$ cat src/rtl/instruction_fetch_stage_pkg.sv
// Shared types and constants for the instruction fetch stage: FSM states, pre-decode codes,
// opcode values and the IF/ID register layout.
package instruction_fetch_stage_pkg;

    typedef enum logic [1:0] {
        StFetch   = 2'd0,
        StHold    = 2'd1,
        StDiscard = 2'd2
    } fetch_state_e;

    localparam logic [1:0] BjNone   = 2'b00;
    localparam logic [1:0] BjBranch = 2'b01;
    localparam logic [1:0] BjJal    = 2'b10;
    localparam logic [1:0] BjJalr   = 2'b11;

    localparam logic [2:0] ImmI = 3'b000;
    localparam logic [2:0] ImmS = 3'b001;
    localparam logic [2:0] ImmB = 3'b010;
    localparam logic [2:0] ImmU = 3'b011;
    localparam logic [2:0] ImmJ = 3'b100;

    // Opcode values are instr[6:2]; instr[1:0] must be 2'b11 for a 32-bit encoding.
    localparam logic [4:0] OpcBranch = 5'b11000;
    localparam logic [4:0] OpcJal    = 5'b11011;
    localparam logic [4:0] OpcJalr   = 5'b11001;
    localparam logic [4:0] OpcStore  = 5'b01000;
    localparam logic [4:0] OpcLui    = 5'b01101;
    localparam logic [4:0] OpcAuipc  = 5'b00101;

    localparam logic [31:0] NopInstrDefault = 32'h0000_0013;

    typedef struct packed {
        logic [29:0] instr;
        logic [29:0] pc;
        logic [1:0]  bj_op;
        logic [2:0]  imm_src;
        logic        fault;
    } if_id_t;

endpackage

$ cat src/rtl/fetch_predecoder.sv
// Combinational pre-decode of a fetched word: control-transfer class, immediate format and a
// flag for words that are not 32-bit encodings.
module fetch_predecoder
    import instruction_fetch_stage_pkg::*;
(
    input  logic [6:0] instr_lo_i,
    output logic [1:0] branch_jump_op_o,
    output logic [2:0] imm_src_o,
    output logic       fault_o
);

    logic [4:0] opcode;

    assign opcode  = instr_lo_i[6:2];
    assign fault_o = (instr_lo_i[1:0] != 2'b11);

    always_comb begin
        branch_jump_op_o = BjNone;
        imm_src_o        = ImmI;
        case (opcode)
            OpcBranch: begin
                branch_jump_op_o = BjBranch;
                imm_src_o        = ImmB;
            end
            OpcJal: begin
                branch_jump_op_o = BjJal;
                imm_src_o        = ImmJ;
            end
            OpcJalr: begin
                branch_jump_op_o = BjJalr;
                imm_src_o        = ImmI;
            end
            OpcStore: imm_src_o = ImmS;
            OpcLui, OpcAuipc: imm_src_o = ImmU;
            default: ;
        endcase
    end

endmodule

$ cat src/rtl/instruction_fetch_stage.sv
// Instruction fetch stage: drives the instruction memory, keeps a one-entry skid buffer for
// words returned while IF/ID is frozen, and discards responses made stale by a redirect.
module instruction_fetch_stage
    import instruction_fetch_stage_pkg::*;
#(
    parameter logic [31:0] RESET_VECTOR = 32'h0000_0000,
    parameter logic [31:0] NOP_INSTR    = NopInstrDefault
) (
    input  logic        clk_i,
    input  logic        rst_i,
    output logic        imem_req_o,
    output logic [29:0] imem_addr_o,
    input  logic        imem_ack_i,
    input  logic [31:0] imem_data_i,
    input  logic        busywait_i,
    input  logic        stall_if_i,
    input  logic        branching_i,
    input  logic [29:0] branch_target_i,
    output logic [29:0] instr_o,
    output logic [29:0] pc_o,
    output logic [1:0]  branch_jump_op_o,
    output logic [2:0]  imm_src_o,
    output logic        fetch_fault_o
);

    fetch_state_e state_q, state_d;
    logic [29:0]  pc_q, pc_d;
    logic [29:0]  disc_addr_q, disc_addr_d;
    logic [31:0]  buf_word_q, buf_word_d;
    logic [29:0]  buf_pc_q, buf_pc_d;
    if_id_t       ifid_q, ifid_d;

    logic         advance;
    logic         ifid_load;
    logic         ifid_bubble;
    logic [31:0]  load_word;
    logic [29:0]  load_pc;
    logic [1:0]   dec_bj_op;
    logic [2:0]   dec_imm_src;
    logic         dec_fault;
    if_id_t       bubble_entry;
    if_id_t       load_entry;

    assign advance   = !busywait_i && !stall_if_i && !branching_i;
    assign load_word = (state_q == StHold) ? buf_word_q : imem_data_i;
    assign load_pc   = (state_q == StHold) ? buf_pc_q : pc_q;

    fetch_predecoder u_predecoder (
        .instr_lo_i       (load_word[6:0]),
        .branch_jump_op_o (dec_bj_op),
        .imm_src_o        (dec_imm_src),
        .fault_o          (dec_fault)
    );

    assign bubble_entry = '{instr: NOP_INSTR[31:2], pc: 30'd0, bj_op: BjNone, imm_src: ImmI,
                            fault: 1'b0};
    assign load_entry   = '{instr: load_word[31:2], pc: load_pc, bj_op: dec_bj_op,
                            imm_src: dec_imm_src, fault: dec_fault};

    always_comb begin
        state_d     = state_q;
        pc_d        = pc_q;
        disc_addr_d = disc_addr_q;
        buf_word_d  = buf_word_q;
        buf_pc_d    = buf_pc_q;
        ifid_load   = 1'b0;
        ifid_bubble = 1'b0;

        if (branching_i) begin
            ifid_bubble = 1'b1;
            pc_d        = branch_target_i;
            buf_word_d  = '0;
            buf_pc_d    = '0;
        end

        case (state_q)
            StFetch: begin
                if (branching_i) begin
                    // Request still in flight: its response must be swallowed later.
                    if (!imem_ack_i) begin
                        state_d     = StDiscard;
                        disc_addr_d = pc_q;
                    end
                end else if (imem_ack_i) begin
                    pc_d = pc_q + 30'd1;
                    if (advance) begin
                        ifid_load = 1'b1;
                    end else begin
                        buf_word_d = imem_data_i;
                        buf_pc_d   = pc_q;
                        state_d    = StHold;
                    end
                end else if (advance) begin
                    ifid_bubble = 1'b1;
                end
            end
            StHold: begin
                if (branching_i) begin
                    state_d = StFetch;
                end else if (advance) begin
                    ifid_load  = 1'b1;
                    buf_word_d = '0;
                    buf_pc_d   = '0;
                    state_d    = StFetch;
                end
            end
            StDiscard: begin
                if (advance) begin
                    ifid_bubble = 1'b1;
                end
                if (imem_ack_i) begin
                    state_d = StFetch;
                end
            end
            default: state_d = StFetch;
        endcase

        ifid_d = ifid_q;
        if (ifid_bubble) begin
            ifid_d = bubble_entry;
        end else if (ifid_load) begin
            ifid_d = load_entry;
        end
    end

    always_ff @(posedge clk_i) begin
        if (rst_i) begin
            state_q     <= StFetch;
            pc_q        <= RESET_VECTOR[31:2];
            disc_addr_q <= '0;
            buf_word_q  <= '0;
            buf_pc_q    <= '0;
            ifid_q      <= bubble_entry;
        end else begin
            state_q     <= state_d;
            pc_q        <= pc_d;
            disc_addr_q <= disc_addr_d;
            buf_word_q  <= buf_word_d;
            buf_pc_q    <= buf_pc_d;
            ifid_q      <= ifid_d;
        end
    end

    // While discarding, keep presenting the address of the stale request until it is acked.
    assign imem_req_o  = !rst_i && (state_q != StHold);
    assign imem_addr_o = (state_q == StDiscard) ? disc_addr_q : pc_q;

    assign instr_o          = ifid_q.instr;
    assign pc_o             = ifid_q.pc;
    assign branch_jump_op_o = ifid_q.bj_op;
    assign imm_src_o        = ifid_q.imm_src;
    assign fetch_fault_o    = ifid_q.fault;

endmodule

$ cat config.mk
export PLATFORM = sky130hd
export DESIGN_NAME = instruction_fetch_stage
export DESIGN_NICKNAME = d
export VERILOG_FILES = /design/src/rtl/instruction_fetch_stage_pkg.sv /design/src/rtl/fetch_predecoder.sv /design/src/rtl/instruction_fetch_stage.sv
export SDC_FILE = /design/constraint.sdc
export NUM_CORES = 1
export LEC_CHECK = 0
export ABC_CLOCK_PERIOD_IN_PS = 1950
export BUFFER_PORTS_ARGS = -buffer_cell sky130_fd_sc_hd__buf_4
export CAP_MARGIN = 40
export CORE_AREA = 2 2 131 133
export DETAILED_ROUTE_END_ITERATION = 10
export DIE_AREA = 0 0 133 135
export GPL_ROUTABILITY_DRIVEN = 0
export GPL_TIMING_DRIVEN = 0
export PLACE_DENSITY = 0.76
export SYNTH_ARGS = -nofsm -noshare
export SYNTH_HDL_FRONTEND = slang
export SYNTH_SLANG_ARGS = --single-unit
$ cat constraint.sdc
create_clock -name clk_i -period 1.95 [get_ports clk_i]
set_input_delay 0.2925 -clock clk_i [delete_from_list [all_inputs] [get_ports clk_i]]
set_output_delay 0.2925 -clock clk_i [all_outputs]
set_load 0.005 [all_outputs]
==> summary.md <==
| Metric | Value |
|---|---|
| RSZ-0062 raised after global routing | `true` |
| TritonCTS clock tree | `done` |
| Cell Pwr Density | `798 nW/um^2` |
| Iter 0 DRT Violations | `648` |
| Seq/Total Area, Yosys | `0.465` |
| Number of nets in the layout | `1149` |
| Final ANT Viol Nets | `0` |
| Clock power frac | `0.409` |
| CP cell instances | `buf_6 > nand2b_4 > buf_8 > mux2_2 > buf_4` |
| Worst VDD drop | `655 uV` |
| Outcome | `complete, but fails checks` |
| CTS Buf Count | `17` |
| Mapped cell area | `8170 sq um` |
| GRT overflow | `0` |
| Number of max-slew violations in the final report | `0` |
| Worst Setup Start Kind | `flop` |
| Max Buffers Root-to-Sink | `2` |
| Inst Count DP | `1270` |
| Sw Ratio | `0.272` |
| Sw Pwr | `2.36 mW` |
| Initial antenna violation count | `0` |
| Post-synth cell types | `57` |
| Critical Path Fanout Max | `10` |
| Synth Register Bits | `190` |
| Clk sinks | `190` |
| Die area | `18000 sq um` |
| Pre-Repair DR Iteration Count | `7` |
| Fin util | `0.662` |
| Die height | `135 um` |
| Worst Path Buf+Inv | `3` |
| Worst Setup SP | `state_q[0]` |
| Routed vias | `7553` |
| Ys async rst share | `0` |
| CTS H-Tree Depth | `4` |
| Leak pwr | `4.25 nW` |
| Failing checks | `negative setup slack` |
| Min Hold Slack | `0.0637 ns` |
| Core Region | `16400 sq um` |
| Crit path depth | `5` |
| Clock Latency Late Sink | `0.44 ns` |
| Vias per cell | `5.75` |
| GRT Total Usage | `0.267` |
| Minimum clock period | `2.03 ns` |
| Hold path depth | `2` |
| Final Skew | `0.0106 ns` |
| Area Growth Syn to Fin | `32.8%` |
| MaxCap Viol Count | `0` |
| Post-route cell area | `10900 sq um` |
| Commonest non-fill, non-tap cell in the layout | `dfxtp_1` |
| Root buf cell | `clkbuf_16` |
| Endpoints failing hold | `0` |
| Avg Inst Size Synth | `9.21 sq um` |
| Starting Density | `0.498` |
| Global-route wire length before repair | `38200 um` |
| DP Wirelength | `16900 um` |
| Rel. slew slack | `0.570` |
| Crit path largest cell delay | `0.36 ns` |
| Worst-case reg-to-reg path depth | `7` |
| Fillers | `1353` |
| Ant. Diodes | `0` |
| Synth Instances | `888` |
| Reg2Reg Launch Point | `state_q[0]` |
| Comb pwr share | `0.119` |
| Die width | `133 um` |
| Hold Buf Count CTS | `0` |
| Slowest stage cell on the critical path | `dfxtp_4` |
| Final worst slack | `-0.0818 ns` |
| Worst path arrival time | `1.74 ns` |
| Number of global-route vias before repair | `7252` |
| Cell Int Power | `6.30 mW` |
| Final setup viols | `35` |
| Worst-margin pin slew | `0.645 ns` |
| Dpl ws | `-0.648 ns` |
| Io pins | `165` |
| Post-place instance area | `9670 sq um` |
| Drt drc | `0` |
| Clk slew on worst S/H paths | `0.08 ns` |
| Fmax | `492 MHz` |
| Row cnt | `47` |
| Drt wl/cell | `18.2 um` |
| Commonest non-fill, non-tap cells in the layout | `dfxtp_1, buf_4, nand2_1` |
| Tcrit/Tclk final | `1.04` |
| Critical Path RT | `1.66 ns` |
| Seq pwr share | `0.472` |
| EDFF count, synth | `0` |
| CP Class | `flop to output pin` |
| DRT Wirelength | `24000 um` |
| HP Start | `imem_data_i[8]` |
| Share of cells above drive strength 1 | `0.320` |
| Largest net degree at the start of global routing | `20` |
| Worst Hold Class | `input port to flop` |
| Crit-path leading delay family | `buffers and inverters` |
| Fin cells | `1313` |
| Synth Flop Type | `dfxtp_1` |
| Synthesized net count | `957` |
| Synth Warn # | `0` |
| CP endpoint kind | `output pin` |
| Port Buf Inserts | `162` |
## through the flow
| step | setup TNS, ns | total power [mW] |
|---|---|---|
| after CTS | -2.58 | 8.60 |
| after detailed placement | -59.48 | 5.06 |
| final | -1.60 | 8.66 |
| after global routing | -4.83 | 8.97 |
| after floorplan | 0 | 4.66 |
| after global placement | -58.84 | 5.05 |
## power by group through the flow
stage / sequential, mW / combinational (mW) / clock [mW]
2_1_floorplan: 4.12 / 0.538 / 0
3_5_place_dp: 4.14 / 0.917 / 0
3_3_place_gp: 4.14 / 0.906 / 0
4_1_cts: 4.07 / 0.967 / 3.57
5_1_grt: 4.10 / 1.11 / 3.76
6_report: 4.08 / 1.03 / 3.54
## worst register-to-register path: cells and delay by family (launching register included)
kind	cells	cell delay, ns
AO/OA/AOI/OAI	1	0.12
buffers and inverters	2	0.29
flip-flops	1	0.35
AND/OR/NAND/NOR	3	0.82
multiplexers	1	0.32
## cells in the mapped netlist (10+ instances only)
library cell / number / area share
nand2_1: 93 / 0.043
dfxtp_1: 190 / 0.47
mux2_2: 32 / 0.044
a211oi_1: 62 / 0.057
nand4_1: 14 / 0.011
nand3_1: 10 / 0.0061
clkbuf_1: 63 / 0.029
a22o_1: 60 / 0.064
a21oi_1: 62 / 0.038
nor2_1: 97 / 0.045
buf_2: 22 / 0.013
mux2i_1: 62 / 0.076
## state kept, by name (all words and copies together), names as in the netlist
name,count
fetch_fault_o,1
instr_o,30
state_q,2
buf_word_q,32
buf_pc_q,30
pc_o,30
branch_jump_op_o,2
disc_addr_q,30
pc_q,30
imm_src_o,3
## path summary, 6_finish.rpt
path,to,slack (ns)
max reg2reg,pc_q[13],-0.02
min,buf_word_q[8],0.06
max,imem_addr_o[12],-0.08
min reg2reg,disc_addr_q[14],0.46
## cell type report
class                      instances  area (sq um)  share of cell area
multi-input combinational        601          4200               0.387
sequential                       190          3820               0.352
timing repair buffer             180          1400               0.129
buffer                            83           533              0.0491
clock buffer                      17           425              0.0392
tap                              220           275              0.0254
clock inverter                    15           173              0.0159
inverter                           7          26.3             0.00242
## cell families (layout without fill, tap and decap cells)
group,Yosys count,in the layout,synth area share
AO/OA/AOI/OAI,230,230,0.202
XOR/XNOR,6,6,0.00643
adder cells (fa/ha/maj),1,1,0.00153
buffers and inverters,97,302,0.0491
flip-flops,190,190,0.465
multiplexers,95,95,0.122
AND/OR/NAND/NOR,269,269,0.154
## what timing repair did
| action | 4_1_cts | 5_1_grt |
|---|---|---|
| gates resized for setup | 82 | 119 |
| setup endpoints to repair | 174 | 172 |
| pin swaps | 5 | 9 |
| buffers inserted | 5 | 11 |
| hold endpoints to repair | 0 | 0 |
| gates cloned | 2 | 0 |
## metal layers
layer	wire length, um	track usage	part of all wire
met3	1780	0.0499	0.074
met4	402	0.0866	0.017
met1	10600	0.357	0.44
met2	11200	0.438	0.47
met5	0	0	0
(Power assumes the default switching activity.)
